## src/rtl/pid_regfile_pkg.sv

```systemverilog
`default_nettype none
// ============================================================================
//  pid_regfile_pkg
//  Register map indices, status_i slice order and reset-value helper for the
//  PID register file.
//  Revision: 1.0
// ============================================================================
package pid_regfile_pkg;

    localparam int N_CFG = 9;
    localparam int N_ST  = 5;
    localparam int MAX_W = 64;

    typedef logic [3:0] reg_idx_t;

    localparam reg_idx_t REG_P         = 4'd0;
    localparam reg_idx_t REG_I         = 4'd1;
    localparam reg_idx_t REG_D         = 4'd2;
    localparam reg_idx_t REG_SP        = 4'd3;
    localparam reg_idx_t REG_OFF       = 4'd4;
    localparam reg_idx_t REG_I_UP      = 4'd5;
    localparam reg_idx_t REG_I_LOW     = 4'd6;
    localparam reg_idx_t REG_FLAGS     = 4'd7;
    localparam reg_idx_t REG_PID_O_VAL = 4'd8;
    localparam reg_idx_t REG_CMD       = 4'd9;
    localparam reg_idx_t REG_ERR       = 4'd10;
    localparam reg_idx_t REG_INTEGRAL  = 4'd11;
    localparam reg_idx_t REG_DERIV     = 4'd12;
    localparam reg_idx_t REG_SENS      = 4'd13;
    localparam reg_idx_t REG_PID_OUT   = 4'd14;
    localparam reg_idx_t REG_PWM_OUT   = 4'd15;

    // Slice order of each channel's field in status_i, low to high
    localparam int ST_ERR      = 0;
    localparam int ST_INTEGRAL = 1;
    localparam int ST_DERIV    = 2;
    localparam int ST_PID_OUT  = 3;
    localparam int ST_PWM_OUT  = 4;

    // Integrator limits reset to signed max/min of the data width (dw <= MAX_W)
    function automatic logic [MAX_W-1:0] cfg_rst_val(input int idx, input int dw);
        logic [MAX_W-1:0] v;
        v = '0;
        if (idx == int'(REG_I_UP)) begin
            v = {MAX_W{1'b1}} >> (MAX_W - dw + 1);
        end else if (idx == int'(REG_I_LOW)) begin
            v = {{(MAX_W-1){1'b0}}, 1'b1} << (dw - 1);
        end
        return v;
    endfunction

endpackage
`default_nettype wire

```

## src/rtl/pid_regfile_ch.sv

```systemverilog
`default_nettype none
// ============================================================================
//  pid_regfile_ch
//  One PID channel bank: shadow/active config, status capture, commit logic.
//  Revision: 1.0
// ============================================================================
module pid_regfile_ch
    import pid_regfile_pkg::*;
#(
    parameter int DATA_W = 16,
    parameter int SHADOW = 1
) (
    input  logic                    clk_in,
    input  logic                    reset,
    input  logic                    cfg_we_i,
    input  logic                    cmd_we_i,
    input  logic [3:0]              wr_idx_i,
    input  logic [DATA_W-1:0]       wr_data_i,
    input  logic                    sample_i,
    input  logic                    sens_rdy_i,
    input  logic [DATA_W-1:0]       sens_data_i,
    input  logic [N_ST*DATA_W-1:0]  status_i,
    input  logic [3:0]              rd_idx_i,
    output logic [DATA_W-1:0]       rd_data_o,
    output logic [N_CFG*DATA_W-1:0] cfg_o,
    output logic [DATA_W-1:0]       sens_o,
    output logic                    commit_pend_o
);

    logic [DATA_W-1:0] shadow_q [N_CFG];
    logic [DATA_W-1:0] shadow_d [N_CFG];
    logic [DATA_W-1:0] active_q [N_CFG];
    logic [DATA_W-1:0] active_d [N_CFG];
    logic [DATA_W-1:0] status_q [N_ST];
    logic [DATA_W-1:0] status_d [N_ST];
    logic [DATA_W-1:0] sens_q;
    logic [DATA_W-1:0] sens_d;
    logic              pend_q;
    logic              pend_d;
    logic              w_commit;

    function automatic logic [DATA_W-1:0] rst_of(input int k);
        return DATA_W'(cfg_rst_val(k, DATA_W));
    endfunction

    always_comb begin
        shadow_d = shadow_q;
        active_d = active_q;
        pend_d   = 1'b0;
        w_commit = 1'b0;
        if (SHADOW != 0) begin
            // Commit copies the shadow as it stood before this cycle's write
            w_commit = sample_i && pend_q;
            for (int k = 0; k < N_CFG; k++) begin
                if (w_commit) begin
                    active_d[k] = shadow_q[k];
                end
                if (cfg_we_i && (wr_idx_i == 4'(k))) begin
                    shadow_d[k] = wr_data_i;
                end
            end
            pend_d = (pend_q && !w_commit) || (cmd_we_i && wr_data_i[0]);
        end else begin
            for (int k = 0; k < N_CFG; k++) begin
                if (cfg_we_i && (wr_idx_i == 4'(k))) begin
                    active_d[k] = wr_data_i;
                end
            end
        end
        for (int k = 0; k < N_ST; k++) begin
            status_d[k] = status_i[k*DATA_W +: DATA_W];
        end
        sens_d = sens_rdy_i ? sens_data_i : sens_q;
    end

    always_ff @(posedge clk_in) begin
        if (reset) begin
            for (int k = 0; k < N_CFG; k++) begin
                shadow_q[k] <= rst_of(k);
                active_q[k] <= rst_of(k);
            end
            for (int k = 0; k < N_ST; k++) begin
                status_q[k] <= '0;
            end
            sens_q <= '0;
            pend_q <= 1'b0;
        end else begin
            shadow_q <= shadow_d;
            active_q <= active_d;
            status_q <= status_d;
            sens_q   <= sens_d;
            pend_q   <= pend_d;
        end
    end

    always_comb begin
        rd_data_o = '0;
        for (int k = 0; k < N_CFG; k++) begin
            if (rd_idx_i == 4'(k)) begin
                rd_data_o = (SHADOW != 0) ? shadow_q[k] : active_q[k];
            end
        end
        case (rd_idx_i)
            REG_ERR:      rd_data_o = status_q[ST_ERR];
            REG_INTEGRAL: rd_data_o = status_q[ST_INTEGRAL];
            REG_DERIV:    rd_data_o = status_q[ST_DERIV];
            REG_SENS:     rd_data_o = sens_q;
            REG_PID_OUT:  rd_data_o = status_q[ST_PID_OUT];
            REG_PWM_OUT:  rd_data_o = status_q[ST_PWM_OUT];
            default:      ;
        endcase
    end

    always_comb begin
        cfg_o = '0;
        for (int k = 0; k < N_CFG; k++) begin
            cfg_o[k*DATA_W +: DATA_W] = active_q[k];
        end
    end

    assign sens_o        = sens_q;
    assign commit_pend_o = pend_q;

endmodule
`default_nettype wire

```

## src/rtl/pid_regfile.sv

```systemverilog
`default_nettype none
// ============================================================================
//  pid_regfile
//  Multi-channel PID register file: address decode, error flag and read mux.
//  Revision: 1.0
// ============================================================================
module pid_regfile
    import pid_regfile_pkg::*;
#(
    parameter  int DATA_W = 16,
    parameter  int N_CH   = 2,
    parameter  int SHADOW = 1,
    localparam int CH_W   = (N_CH <= 1) ? 1 : $clog2(N_CH),
    localparam int ADDR_W = CH_W + 4
) (
    input  logic                         clk_in,
    input  logic                         reset,
    input  logic                         wr_en_i,
    input  logic [ADDR_W-1:0]            wr_addr_i,
    input  logic [DATA_W-1:0]            wr_data_i,
    input  logic                         rd_en_i,
    input  logic [ADDR_W-1:0]            rd_addr_i,
    output logic [DATA_W-1:0]            rd_data_o,
    output logic                         rd_valid_o,
    output logic                         wr_err_o,
    input  logic [N_CH-1:0]              sample_i,
    input  logic [N_CH-1:0]              sens_rdy_i,
    input  logic [N_CH*DATA_W-1:0]       sens_data_i,
    input  logic [N_CH*N_ST*DATA_W-1:0]  status_i,
    output logic [N_CH*N_CFG*DATA_W-1:0] cfg_o,
    output logic [N_CH*DATA_W-1:0]       sens_o,
    output logic [N_CH-1:0]              commit_pend_o
);

    localparam int            C_N_BANK = 2 ** CH_W;
    localparam logic [CH_W:0] C_N_CH   = (CH_W + 1)'(N_CH);

    logic [CH_W-1:0]   w_wr_ch;
    logic [3:0]        w_wr_idx;
    logic [CH_W-1:0]   w_rd_ch;
    logic              w_wr_ch_ok;
    logic              w_cfg_we;
    logic              w_cmd_we;
    logic              w_wr_bad;
    logic [DATA_W-1:0] w_rd_bank [C_N_BANK];

    logic [DATA_W-1:0] rd_data_q;
    logic [DATA_W-1:0] rd_data_d;
    logic              rd_valid_q;
    logic              rd_valid_d;
    logic              wr_err_q;
    logic              wr_err_d;

    assign w_wr_ch    = wr_addr_i[ADDR_W-1:4];
    assign w_wr_idx   = wr_addr_i[3:0];
    assign w_rd_ch    = rd_addr_i[ADDR_W-1:4];
    assign w_wr_ch_ok = ({1'b0, w_wr_ch} < C_N_CH);

    // CMD writes are silently dropped without shadowing, never flagged
    assign w_cfg_we = wr_en_i && w_wr_ch_ok && (w_wr_idx < REG_CMD);
    assign w_cmd_we = wr_en_i && w_wr_ch_ok && (w_wr_idx == REG_CMD) && (SHADOW != 0);
    assign w_wr_bad = wr_en_i && (!w_wr_ch_ok || (w_wr_idx >= REG_ERR));

    for (genvar g = 0; g < C_N_BANK; g++) begin : g_ch
        if (g < N_CH) begin : g_bank
            pid_regfile_ch #(
                .DATA_W (DATA_W),
                .SHADOW (SHADOW)
            ) u_ch (
                .clk_in        (clk_in),
                .reset         (reset),
                .cfg_we_i      (w_cfg_we && (w_wr_ch == CH_W'(g))),
                .cmd_we_i      (w_cmd_we && (w_wr_ch == CH_W'(g))),
                .wr_idx_i      (w_wr_idx),
                .wr_data_i     (wr_data_i),
                .sample_i      (sample_i[g]),
                .sens_rdy_i    (sens_rdy_i[g]),
                .sens_data_i   (sens_data_i[g*DATA_W +: DATA_W]),
                .status_i      (status_i[g*N_ST*DATA_W +: N_ST*DATA_W]),
                .rd_idx_i      (rd_addr_i[3:0]),
                .rd_data_o     (w_rd_bank[g]),
                .cfg_o         (cfg_o[g*N_CFG*DATA_W +: N_CFG*DATA_W]),
                .sens_o        (sens_o[g*DATA_W +: DATA_W]),
                .commit_pend_o (commit_pend_o[g])
            );
        end else begin : g_empty
            assign w_rd_bank[g] = '0;
        end
    end

    always_comb begin
        rd_data_d  = rd_data_q;
        rd_valid_d = rd_en_i;
        wr_err_d   = w_wr_bad;
        if (rd_en_i) begin
            rd_data_d = w_rd_bank[w_rd_ch];
        end
    end

    always_ff @(posedge clk_in) begin
        if (reset) begin
            rd_data_q  <= '0;
            rd_valid_q <= 1'b0;
            wr_err_q   <= 1'b0;
        end else begin
            rd_data_q  <= rd_data_d;
            rd_valid_q <= rd_valid_d;
            wr_err_q   <= wr_err_d;
        end
    end

    assign rd_data_o  = rd_data_q;
    assign rd_valid_o = rd_valid_q;
    assign wr_err_o   = wr_err_q;

endmodule
`default_nettype wire

```

## config.mk

```make
export PLATFORM = sky130hd
export DESIGN_NAME = pid_regfile
export DESIGN_NICKNAME = d
export VERILOG_FILES = /design/src/rtl/pid_regfile_pkg.sv /design/src/rtl/pid_regfile_ch.sv /design/src/rtl/pid_regfile.sv
export SDC_FILE = /design/constraint.sdc
export NUM_CORES = 2
export LEC_CHECK = 0
export ABC_AREA = 1
export BUFFER_PORTS_ARGS = -buffer_cell sky130_fd_sc_hd__buf_4
export CAP_MARGIN = 10
export CORE_MARGIN = 5
export CORE_UTILIZATION = 45
export CTS_BUF_LIST = sky130_fd_sc_hd__clkbuf_8
export CTS_CLUSTER_SIZE = 16
export DETAILED_ROUTE_END_ITERATION = 8
export PLACE_DENSITY = 0.63
export SLEW_MARGIN = 30
export SYNTH_ARGS = -nofsm -noshare
export SYNTH_HDL_FRONTEND = slang
export SYNTH_HIERARCHICAL = 1
export SYNTH_SLANG_ARGS = --single-unit
```

## constraint.sdc

```tcl
create_clock -name clk_in -period 3.95 [get_ports clk_in]
set_input_delay 0.395 -clock clk_in [delete_from_list [all_inputs] [get_ports clk_in]]
set_output_delay 0.395 -clock clk_in [all_outputs]
set_load 0.005 [all_outputs]
```

==> run summary <==
==========================================================================================
Relative max-transition margin                                                       43.0%
Pin count of the biggest net entering global routing                                   133
Worst Hold Depth                                                                         3
Syn_area_per_cell                                                                 7.34 um2
Count of instances resized after the clock tree is built                                 0
Drt first pass iters                                                                     6
Unique cell type count in the Yosys netlist                                             25
Sequential power share                                                               48.6%
Slew @ Worst Pin                                                                    853 ps
Worst reg2reg endpoint                                                        g_ch[0].g_bank.u_ch/cfg_o[63]
Via count of the first global-routing pass                                           27.6k
Cell with the largest stage delay on the worst path                           sky130_fd_sc_hd__clkinv_1
Routed length on met3                                                            12,300 um
Die Span X                                                                          268 um
Clock Power Share                                                                    43.9%
Total length of routed met2 wires                                                52,400 um
Hold_sp                                                                            rd_en_i
Critical Path Source Type                                                        input pin
Switching fraction of total power                                                    24.8%
Placement Rows                                                                          94
Input/output buffers                                                                   565
Fin. max-slew vios                                                                       0
Final-layout fill cell count                                                         6,102
Maximum count of clock buffers along a single path                                       3
Total grt overflow                                                                       0
Number of antenna violations at the first check in global routing                        4
Ports                                                                                  566
Die outline height                                                                  268 um
Setup repair after global routing missed its margin                                     no
Starting utilization of the core area                                                45.4%
Critical setup path kind                                                         in -> reg
Max stage delay on crit path                                                        650 ps
RePlAce Congestion                                                                   0.882
Synthesis warning total                                                                  6
Post-DP HPWL                                                                     80,200 um
Average routed wire per standard cell                                              20.7 um
Net count of the mapped netlist                                                      4,303
Number of nets still failing antenna checks after routing                                0
Run status                                                                       completed
Arrival time reported for the critical path endpoint                               3180 ps
GRT Overall Usage                                                                    31.5%
Post-Place Cell Area                                                            34,500 um2
Clock edge transition at the registers on the reported setup and hold paths          60 ps
Share of layout cells above drive strength 1                                         17.4%
Cell area after synthesis                                                       29,900 um2
Final design instance area without fill                                         39,500 um2
Cells after synthesis                                                                4,077
Kind of cell with the highest combined delay on the critical path             buffers and inverters
Switching power total                                                              4.18 mW
Setup crit end kind                                                               register
Final TNS setup                                                                       0 ps
Detailed-route wire length                                                      118,000 um
Hold Path Class                                                                  in -> reg
Die area                                                                        71,700 um2
Reg2Reg Depth                                                                            5
Critical R2R Launch                                                           g_ch[0].g_bank.u_ch/commit_pend_o
Post-route clock period utilization                                                  64.2%
R2R setup slack                                                                    1570 ps
Endpoints failing hold                                                                   0
Cell internal pwr                                                                  12.7 mW
Total Nets Final                                                                     4,991
Fraction of power consumed by combinational cells                                     7.5%
First-pass GRT wire length                                                      173,000 um
Post-CTS Setup Bufs                                                                      0
Total Power                                                                        16.9 mW
Met1 WL                                                                          50,100 um
Area Overhead vs Synth                                                               32.1%
Setup Skew                                                                         48.0 ps
End point of the most critical hold path                                      rd_data_o[0]
Root buf cell                                                                 sky130_fd_sc_hd__clkbuf_8
Fraction of the yosys area taken by sequential cells                                 52.7%
CTS H-Tree Depth                                                                         4
Initial DRC Count                                                                    3,552
Via count                                                                            30.2k
Static leakage power                                                               17.8 nW
Number of clock sinks                                                                  788
Source-to-sink clock delay at the later pin of the worst-skew pair                  790 ps
CTS tree                                                                               yes
Total of endpoints with negative setup slack in the final report                         0
Number of clock buffers inserted by TritonCTS                                          135
Minimum period implied by the final worst setup slack                              2530 ps
Ratio of routed vias to standard cells                                                5.28
# Max-Cap Violations                                                                     0
DRC viols                                                                                0
Power per cell area                                                             427 nW/um2
Worst path required time                                                           4600 ps
Worst vdd ir                                                                      0.257 mV
Cell breakdown of the critical path                                           dlygate4sd3_1, buf_4, nand2_1, nor2_1, nand2_1, nor2_1, clkinv_1, o21ai_0, a21oi_1
Max Used Layer                                                                        met4
Area inside the core boundary                                                   65,900 um2
Maximum frequency from static timing analysis                                      395 MHz
Largest driver fanout on the critical path                                              19
Synth Register Bits                                                                    788
Hold Buf Count CTS                                                                     231
Buffer and inverter count on the worst path                                              3
==========================================================================================
[cells in the final DEF, fill, tap and decap left out, drive strengths merged]
cell type,count
nor2,1082
dfxtp,788
buf,600
o21ai,566
nand2,444
inv,357
nand3,282
dlygate4sd3,231
a21oi,220
clkbuf,167
nand4,87
clkinv,17
diode,4
clkinvlp,4
bufinv,4
a211oi,4
nor3,3
and3,2
[cell families (layout without fill, tap and decap cells)]
group	after synthesis	count (layout)	share of synthesized area [%]
AOI/OAI and AO/OA	790	790	13.3
and+or+nand+nor	1900	1900	26.2
other	0	4	0
DFF	788	788	52.7
buffers and inverters	599	1380	7.78
[stage by stage]
step,hold slack (ps),worst slack [ps],instances,utilization [%]
floorplan,444,1990,4077,-
global placement,461,1040,5260,52.3
detailed placement,460,952,5260,52.3
CTS,1.14,1560,5721,59.9
global route,56.6,1140,5725,60.0
finish,71.8,1420,5726,60.0
[worst reg2reg max path, stage by stage, from the launching register on]
cell	delay, ps
sky130_fd_sc_hd__dfxtp_1	370
sky130_fd_sc_hd__nand2_2	400
sky130_fd_sc_hd__inv_4	740
sky130_fd_sc_hd__buf_4	490
sky130_fd_sc_hd__o21ai_0	120
sky130_fd_sc_hd__a21oi_1	180
[power groups by stage]
stage / logic, mW / clock network [mW] / registers (mW)
6_report: 1.27 / 7.40 / 8.20
5_1_grt: 1.36 / 7.91 / 8.20
4_1_cts: 1.23 / 7.51 / 8.19
3_5_place_dp: 1.03 / 0 / 8.36
3_3_place_gp: 1.03 / 0 / 8.37
2_1_floorplan: 0.508 / 0 / 8.33
[sequential cells by signal (all words and copies together) (netlist names)]
signal,flops
wr_err_o,1
g_ch.g_bank.u_ch/cfg_o,288
g_ch.g_bank.u_ch/shadow_q,288
g_ch.g_bank.u_ch/sens_o,32
rd_valid_o,1
g_ch.g_bank.u_ch/commit_pend_o,2
rd_data_o,16
g_ch.g_bank.u_ch/status_q,160
[per-layer routing]
layer,track usage (%),up-vias
li1,-,14400
met1,44.7,14000
met2,47.8,1497
met3,7.55,244
met4,9.90,0
met5,0,-
[area by class of cell]
type | count | area [um2] | share of cell area (%)
sequential | 788 | 15800 | 39.9
multi-input combinational | 2690 | 11800 | 29.9
timing repair buffer | 831 | 6920 | 17.5
clock buffer | 167 | 2300 | 5.82
inverter | 319 | 1210 | 3.07
tap | 864 | 1080 | 2.74
clock inverter | 63 | 395 | 1.00
antenna | 4 | 10.0 | 0.0253
[worst max-delay path by stage]
| stage | startpoint | endpoint | slack (ps) | cells after the start |
|---|---|---|---|---|
| 2_1_floorplan | wr_addr_i[2] | g_ch[0].g_bank.u_ch/shadow_q[21] | 1990 | 12 |
| 3_3_place_gp | wr_addr_i[2] | g_ch[0].g_bank.u_ch/shadow_q[95] | 1040 | 11 |
| 3_5_place_dp | wr_addr_i[2] | g_ch[0].g_bank.u_ch/shadow_q[83] | 950 | 11 |
| 4_1_cts | g_ch[0].g_bank.u_ch/commit_pend_o | g_ch[0].g_bank.u_ch/cfg_o[63] | 1560 | 5 |
| 5_1_grt | wr_en_i | g_ch[0].g_bank.u_ch/shadow_q[95] | 1140 | 9 |
| 6_report | wr_en_i | g_ch[0].g_bank.u_ch/shadow_q[88] | 1420 | 9 |
[cell usage after synthesis (all sizes together)]
cell | instances | area share (%)
a211oi | 4 | 0.10
a21oi | 220 | 3.7
and3 | 2 | 0.042
buf | 74 | 1.2
clkbuf | 206 | 2.6
clkinv | 6 | 0.084
dfxtp | 788 | 53
inv | 313 | 3.9
nand2 | 444 | 5.6
nand3 | 282 | 4.7
nand4 | 87 | 1.8
nor2 | 1082 | 14
nor3 | 3 | 0.13
o21ai | 566 | 9.5
(Power assumes the default switching activity.)
